File: config.mk
export PLATFORM = sky130hd
export DESIGN_NAME = dec_instr_gen
export DESIGN_NICKNAME = d
export VERILOG_FILES = /design/src/rtl/dec_instr_gen.sv
export SDC_FILE = /design/constraint.sdc
export NUM_CORES = 1
export LEC_CHECK = 0
export BUFFER_PORTS_ARGS = -buffer_cell sky130_fd_sc_hd__buf_2
export CAP_MARGIN = 40
export CORE_MARGIN = 2
export CORE_UTILIZATION = 60
export DETAILED_ROUTE_END_ITERATION = 7
export PLACE_DENSITY = 0.85
export REMOVE_ABC_BUFFERS = 1
export SLEW_MARGIN = 20
export SYNTH_ARGS = -nofsm -noshare
export SYNTH_HDL_FRONTEND = slang
export SYNTH_SLANG_ARGS = --single-unit
File: constraint.sdc
create_clock -name clk_i -period 9.89 [get_ports clk_i]
set_input_delay 1.978 -clock clk_i [delete_from_list [all_inputs] [get_ports clk_i]]
set_output_delay 1.978 -clock clk_i [all_outputs]
set_load 0.005 [all_outputs]
File: src/rtl/dec_instr_gen.sv
// Instruction-stream generator: issues a programmed number of test encodings over valid/ready,
// chosen by a sequential walk or a 16-bit Galois LFSR, counting issued and illegal words.
module dec_instr_gen #(
  parameter int          CNT_W    = 16,
  parameter logic [15:0] DEF_SEED = 16'hACE1
) (
  input  logic             clk_i,
  input  logic             rst_i,
  input  logic             start_i,
  input  logic             mode_i,
  input  logic [CNT_W-1:0] count_i,
  input  logic [CNT_W-1:0] seed_i,
  input  logic             abort_i,
  output logic             instr_valid_o,
  input  logic             instr_ready_i,
  output logic [31:0]      instr_rdata_o,
  output logic [3:0]       instr_idx_o,
  output logic             busy_o,
  output logic             done_o,
  output logic [CNT_W-1:0] issued_cnt_o,
  output logic [CNT_W-1:0] illegal_cnt_o
);

  typedef enum logic [1:0] {IDLE, ISSUE, DONE} state_t;

  state_t           state_q;
  logic             mode_q;
  logic [CNT_W-1:0] count_q;
  logic [15:0]      lfsr_q;
  logic [3:0]       idx_q;
  logic [31:0]      rdata_q;
  logic             valid_q;
  logic             busy_q;
  logic             done_q;
  logic [CNT_W-1:0] issued_q;
  logic [CNT_W-1:0] illegal_q;

  logic [15:0]      seed_eff;
  logic [15:0]      lfsr_d;
  logic [3:0]       first_idx;
  logic [3:0]       idx_d;
  logic [CNT_W-1:0] issued_d;
  logic             hs;

  function automatic logic [31:0] enc_word(input logic [3:0] idx);
    case (idx)
      4'd0:    enc_word = 32'h0FFFFFFF;
      4'd1:    enc_word = 32'h0D90006F;
      4'd2:    enc_word = 32'h06000063;
      4'd3:    enc_word = 32'h10500073;
      4'd4:    enc_word = 32'h00000073;
      4'd5:    enc_word = 32'h00100073;
      4'd6:    enc_word = 32'h7B200073;
      4'd7:    enc_word = 32'h30200073;
      4'd8:    enc_word = 32'h00018023;
      4'd9:    enc_word = 32'h00307037;
      4'd10:   enc_word = 32'hE000C113;
      4'd11:   enc_word = 32'hFFFFFFE3;
      default: enc_word = 32'h0;
    endcase
  endfunction

  // Low nibble folded into 0..11 (values 12..15 alias onto 0..3).
  function automatic logic [3:0] lfsr_idx(input logic [15:0] l);
    lfsr_idx = (l[3:0] >= 4'd12) ? (l[3:0] - 4'd12) : l[3:0];
  endfunction

  always_comb begin
    seed_eff  = (16'(seed_i) == 16'h0) ? DEF_SEED : 16'(seed_i);
    first_idx = mode_i ? lfsr_idx(seed_eff) : 4'd0;
    lfsr_d    = lfsr_q[0] ? ((lfsr_q >> 1) ^ 16'hB400) : (lfsr_q >> 1);
    if (mode_q) begin
      idx_d = lfsr_idx(lfsr_d);
    end else begin
      idx_d = (idx_q == 4'd11) ? 4'd0 : idx_q + 4'd1;
    end
    issued_d = issued_q + CNT_W'(1);
    hs       = valid_q && instr_ready_i;
  end

  always_ff @(posedge clk_i or posedge rst_i) begin
    if (rst_i) begin
      state_q   <= IDLE;
      mode_q    <= 1'b0;
      count_q   <= '0;
      lfsr_q    <= DEF_SEED;
      idx_q     <= 4'd0;
      rdata_q   <= 32'h0;
      valid_q   <= 1'b0;
      busy_q    <= 1'b0;
      done_q    <= 1'b0;
      issued_q  <= '0;
      illegal_q <= '0;
    end else begin
      case (state_q)
        IDLE: begin
          done_q <= 1'b0;
          if (start_i) begin
            mode_q    <= mode_i;
            count_q   <= count_i;
            issued_q  <= '0;
            illegal_q <= '0;
            if (count_i != '0) begin
              lfsr_q  <= seed_eff;
              idx_q   <= first_idx;
              rdata_q <= enc_word(first_idx);
              valid_q <= 1'b1;
              busy_q  <= 1'b1;
              state_q <= ISSUE;
            end else begin
              done_q  <= 1'b1;
              state_q <= DONE;
            end
          end
        end
        ISSUE: begin
          // Abort wins over a coincident handshake so the counters stay put.
          if (abort_i) begin
            valid_q <= 1'b0;
            busy_q  <= 1'b0;
            state_q <= IDLE;
          end else if (hs) begin
            issued_q <= issued_d;
            if (idx_q == 4'd0) begin
              illegal_q <= illegal_q + CNT_W'(1);
            end
            if (mode_q) begin
              lfsr_q <= lfsr_d;
            end
            idx_q   <= idx_d;
            rdata_q <= enc_word(idx_d);
            if (issued_d == count_q) begin
              valid_q <= 1'b0;
              busy_q  <= 1'b0;
              done_q  <= 1'b1;
              state_q <= DONE;
            end
          end
        end
        DONE: begin
          done_q  <= 1'b0;
          state_q <= IDLE;
        end
        default: state_q <= IDLE;
      endcase
    end
  end

  assign instr_valid_o = valid_q;
  assign instr_rdata_o = rdata_q;
  assign instr_idx_o   = idx_q;
  assign busy_o        = busy_q;
  assign done_o        = done_q;
  assign issued_cnt_o  = issued_q;
  assign illegal_cnt_o = illegal_q;

endmodule

======== Word level (Yosys, flattened, before mapping) ========
Memories as Yosys holds them, arrays and structs flattened.
Index checks and enable logic that the tools add are counted.
word-level totals
  bits in registers ....................... 105
  ROM bits ................................ 1,024
  bits of input ports ..................... 38
  output and inout bits ................... 71
  logic and storage cells ................. 97
  memories ................................ 2
memories
  memory           words  bits a word  read ports  clocked after memory_dff  write ports  line  text
  (no name shown)  16     32           1           0                         0            46    case (idx)
  (no name shown)  16     32           1           0                         0            46
cells by class
  magnitude comparators ................... 2
  add/sub/neg operators ................... 5
  bitwise gates (word level) .............. 1
  muxes and demuxes ....................... 49
  eq/ne operators ......................... 13
  reductions and logical operators ........ 15
operators with widths
  operator                 count
  $mux W16                 13
  $mux W32                 4
  $pmux W16 S2             3
  $pmux W32 S2             1
  $mux W4                  9
  $add A16 B1 Y16 const B  2
  $eq A16 B16 Y1           1
  $logic_not A16 Y1        1
  $reduce_bool A16 Y1      1
  $reduce_and A5 Y1        3
  $ne A2 B2 Y1 const B     7
  $mux W1                  10
  $mux W2                  5
  $ge A4 B4 Y1 const B     2
  $pmux W4 S2              1
  $reduce_and A4 Y1        2
  $sub A4 B4 Y4 const B    2
  $ne A3 B3 Y1 const B     2
  $reduce_and A6 Y1        1
  $add A4 B1 Y4 const B    1
  $eq A4 B4 Y1 const B     1
  $logic_not A4 Y1         1
  $not A3 Y4               1
  $pmux W2 S2              1
  10 further kinds         10

======== Depth between registers and ports, before layout ========
An unclocked memory read counts as a cell.
  depth after elaboration ................. 9
  mapped depth ............................ 10

======== Worst setup path before layout ========
OpenSTA, ideal clock, no wires.
  kind .................................... input-to-reg
  start point ............................. input port seed_i[14]
  end point ............................... register rdata_q[20] (netlist: instr_rdata_o[20])
  slack ................................... 6,141 ps
  arrival ................................. 3,629 ps
  data required time ...................... 9,770 ps
  path buffers ............................ 0
  library setup time ...................... 120 ps
  stages .................................. 9
  cells stage by stage .................... nor4_1 -> and4_1 -> o21ai_1 -> inv_1 -> ha_1 -> a31oi_1 -> nor2_1 -> a2111o_1 -> a31o_2
on the way
  longest elaborated chain between the ends .. 9
  elaborated cells on any way between the ends .. 10
ends and longest elaborated chain
  what                                                  line  text
  start, declared                                       12    input logic [CNT_W-1:0] seed_i,
  $logic_not A16 Y1 *                                   69    seed_eff = (16'(seed_i) == 16'h0) ? DEF_SEED : 16'(seed_i);
  $mux W16 *                                            69
  $sub A4 B4 Y4 / $ge A4 B4 Y1 (equally long branches)  65    lfsr_idx = (l[3:0] >= 4'd12) ? (l[3:0] - 4'd12) : l[3:0];
  $mux W4 *                                             65
  $mux W4 *                                             70    first_idx = mode_i ? lfsr_idx(seed_eff) : 4'd0;
  $mem_v2 Z16 W32 *                                     --
  $mux W32 *                                            103   if (count_i != '0) begin
  $mux W32 *                                            98    if (start_i) begin
  $pmux W32 S2 *                                        95    case (state_q)
  end signal, assigned                                  106   rdata_q <= enc_word(first_idx);
  end signal, assigned                                  131   rdata_q <= enc_word(idx_d);
  end, declared                                         31    logic [31:0] rdata_q;
Mark *: on every way between the ends. The rest lies on a longest branch, timed or not. The select of a mux whose other input is x is not followed.
A chain may end at the register's enable or synchronous reset.

======== Worst setup path after layout ========
  start point ............................. input port seed_i[10]
  end point ............................... register rdata_q[4] (netlist: instr_rdata_o[4])
Same word-level chain as after synthesis.

==> results_dict.tcl <==
set metrics [dict create \
    clk_latency_ns 0.37 \
    synth_area_sq_um 5990 \
    synth_area_per_cell_sq_um 9.19 \
    grt_usage 0.293 \
    arrival_ns 4.18 \
    n_fill_cell 794 \
    fp.dieH_microns 104 \
    p_switching_uw 841 \
    yosysTopAreaCell "dfrtp_1" \
    die_x_microns 104 \
    start_util 0.616 \
    synth_async_sr_flop_share 1.00 \
    yosysSeqAreaShare 0.402 \
    drt_iter0_drc 432 \
    p_leak_uw 0.00309 \
    nets 791 \
    power_frac_comb 0.518 \
    slew_violations 0 \
    crit_top_cell "o21ai_0" \
    synth_area_leaders "dfrtp_1, nand2_1, o21ai_0, ha_1, xnor2_1" \
    crit_chain "buf_2 -> nor4_1 -> and4_1 -> o21ai_1 -> ha_1 -> nand2_1 -> o21ai_0 -> a221oi_1 -> a31oi_1 -> o21ai_0" \
    clock_tree.root_cell "clkbuf_8" \
    postCtsSetupRepairBufs 0 \
    clock_path_buffers 2 \
    cts_sinks 96 \
    p_seq_frac 0.342 \
    vias_per_cell 6.11 \
    numCtsBuffers 9 \
    ys.flop_type "dfrtp_1" \
    critPathMaxFanout 5 \
    synth_most_common_cell "dfrtp_1" \
    swShare 0.437 \
    ys_seq_elements 96 \
    setup_ws_ns 5.98 \
    hp-class "flip-flop to flip-flop" \
    relSlewSlack 0.453 \
    ys_warn_count 0 \
    endpoint_kind "flip-flop" \
    ios 109 \
    cp-start-kind "input port" \
    dr.pass1.iters 5 \
    cts_tree "built" \
    drive_gt1_frac 0.253 \
    setup_viol 0 \
    min_period_ns 3.91 \
    max_freq_ghz 0.256 \
    grt_max_degree 63 \
    p_clk_frac 0.139 \
    antenna_left 0 \
    grt_pass1_vias 5140 \
    intPower_uw 1080 \
    placedCellCount 854 \
    max_stage_delay_ns 0.47 \
    drt-wirelength-per-cell_microns 17.7 \
    coreArea_sq_um 9730 \
    status "finished clean" \
    gp_congestion 0.907 \
    htree_levels 3 \
    clk_pin_slew_worst_paths_ns 0.09 \
    synth_common_cells "dfrtp_1, nand2_1, o21ai_0" \
    vdd_drop_max_uv 152 \
    grt-ovfl-total 0 \
    wl_mm 15.5 \
    cts_resized 0 \
    syn_to_final_growth_pct 12.5 \
    crit_required_ns 10.17 \
    cap_violations 0 \
    hold_viol_final 0 \
    synth_edf_count 0 \
    p_per_area_nw_per_um2 285 \
    critical_path_class "input port to flip-flop" \
    place_hpwl_mm 11.3 \
    portBuffers 108 \
    worst_pin_slew_ns 0.819 \
    finClkSkew_ns 0.00663 \
    grt_pass1_wl_mm 25.5 \
    synthCells 652 \
    period_share 0.395 \
    pre_cts_ws_ns 5.65 \
    fin_cells 873 \
    synth_cell_types 83 \
    num_antenna_cells 0 \
    holdBufCountCts 0 \
    setup_tns_ns 0 \
    drcViolationCount 0 \
    critPathSlowestCell "nor4_1" \
    antenna_found_initial 0 \
    rows 36 \
    finalPower_uw 1920 \
    vias 5338 \
    synth_top_area_frac 0.367 \
    die_area_sq_um 10800 \
    rsz0062_at_grt "false" \
]
==> layout make-up <==
class,count,area (sq um),share of cell area
multi-input cells,489,3250,0.481
flip-flops and latches,96,2410,0.358
repair buffers,117,636,0.0942
well taps,133,166,0.0247
clock buffers,14,163,0.0241
inverters,22,83.8,0.0124
clock inverters,2,37.5,0.00557
==> cells by family (layout without fill, tap and decap cells) <==
kind of cell	count (synthesis)	after routing	synth area share
XOR/XNOR	46	46	0.0751
flip-flops	96	96	0.402
adder cells (fa/ha/maj)	18	18	0.0376
AO/OA/AOI/OAI	171	171	0.179
buffers and inverters	67	155	0.0561
multiplexers	27	27	0.0488
AND/OR/NAND/NOR	227	227	0.201
==> path summary, 6_finish.rpt <==
path                             from           endpoint  slack [ns]  cells after the start
min reg2reg                lfsr_q[10]         lfsr_q[10]        0.48                      2
max in group asynchronous       rst_i   instr_rdata_o[1]        7.36                      4
min in group asynchronous       rst_i         lfsr_q[12]        1.66                      2
min                        lfsr_q[10]         lfsr_q[10]        0.48                      2
max                        seed_i[10]   instr_rdata_o[4]        5.98                     10
max reg2reg                state_q[1]  illegal_cnt_o[10]        6.76                      9
==> metal layers <==
layer  global-route usage  share of wire  routed length, microns
met5                    0              0                       0
met2                0.464           0.47                    7300
met1                0.406           0.44                    6830
met4                0.120          0.027                     423
met3               0.0432          0.058                     904
==> state kept, by name (all words and copies together) (netlist names) <==
register,count
instr_rdata_o,23
done_o,1
instr_idx_o,4
busy_o,1
lfsr_q,16
state_q,2
count_q,16
mode_q,1
illegal_cnt_o,16
issued_cnt_o,16
==> critical path: cells and delay by family <==
kind / cells / cell delay (ns)
AO/OA/AOI/OAI: 5 / 0.82
adder cells (fa/ha/maj): 1 / 0.40
AND/OR/NAND/NOR: 3 / 0.88
buffers and inverters: 1 / 0.11
==> power groups by stage <==
stage	Clock, uW	Combinational [uW]	Sequential, uW
global route	287	1100	678
global placement	0	945	656
floorplan	0	667	646
detailed placement	0	973	664
CTS	272	979	657
finish	268	997	659
==> per-stage QoR <==
| stage | utilization | cell area, sq um | hold WS (ns) |
|---|---|---|---|
| floorplan | - | 5740 | 0.445 |
| global placement | 0.667 | 6490 | 0.455 |
| detailed placement | 0.667 | 6490 | 0.467 |
| CTS | 0.688 | 6690 | 0.480 |
| global route | 0.693 | 6740 | 0.495 |
| finish | 0.693 | 6740 | 0.475 |
==> layout by cell type, fill, tap and decap left out, types with 7 or more instances in the layout <==
| cell type | netlist | final |
|---|---|---|
| buf_2 | 2 | 108 |
| dfrtp_1 | 88 | 88 |
| nand2_1 | 78 | 78 |
| o21ai_0 | 57 | 57 |
| nor2_1 | 56 | 56 |
| xnor2_1 | 25 | 25 |
| inv_1 | 22 | 21 |
| a21oi_1 | 21 | 21 |
| xor2_1 | 18 | 18 |
| mux2_2 | 18 | 18 |
| ha_1 | 18 | 18 |
| a31oi_1 | 17 | 17 |
| o21ai_1 | 14 | 14 |
| nand3_1 | 13 | 13 |
| nand4_1 | 11 | 11 |
| clkbuf_8 | 2 | 11 |
| o22ai_1 | 10 | 10 |
| nor3_1 | 9 | 9 |
| nor4_1 | 9 | 9 |
| mux2i_1 | 9 | 9 |
| dfstp_2 | 8 | 8 |
| buf_4 | 10 | 7 |
No activity file was read; power rests on OpenSTA's default activity.
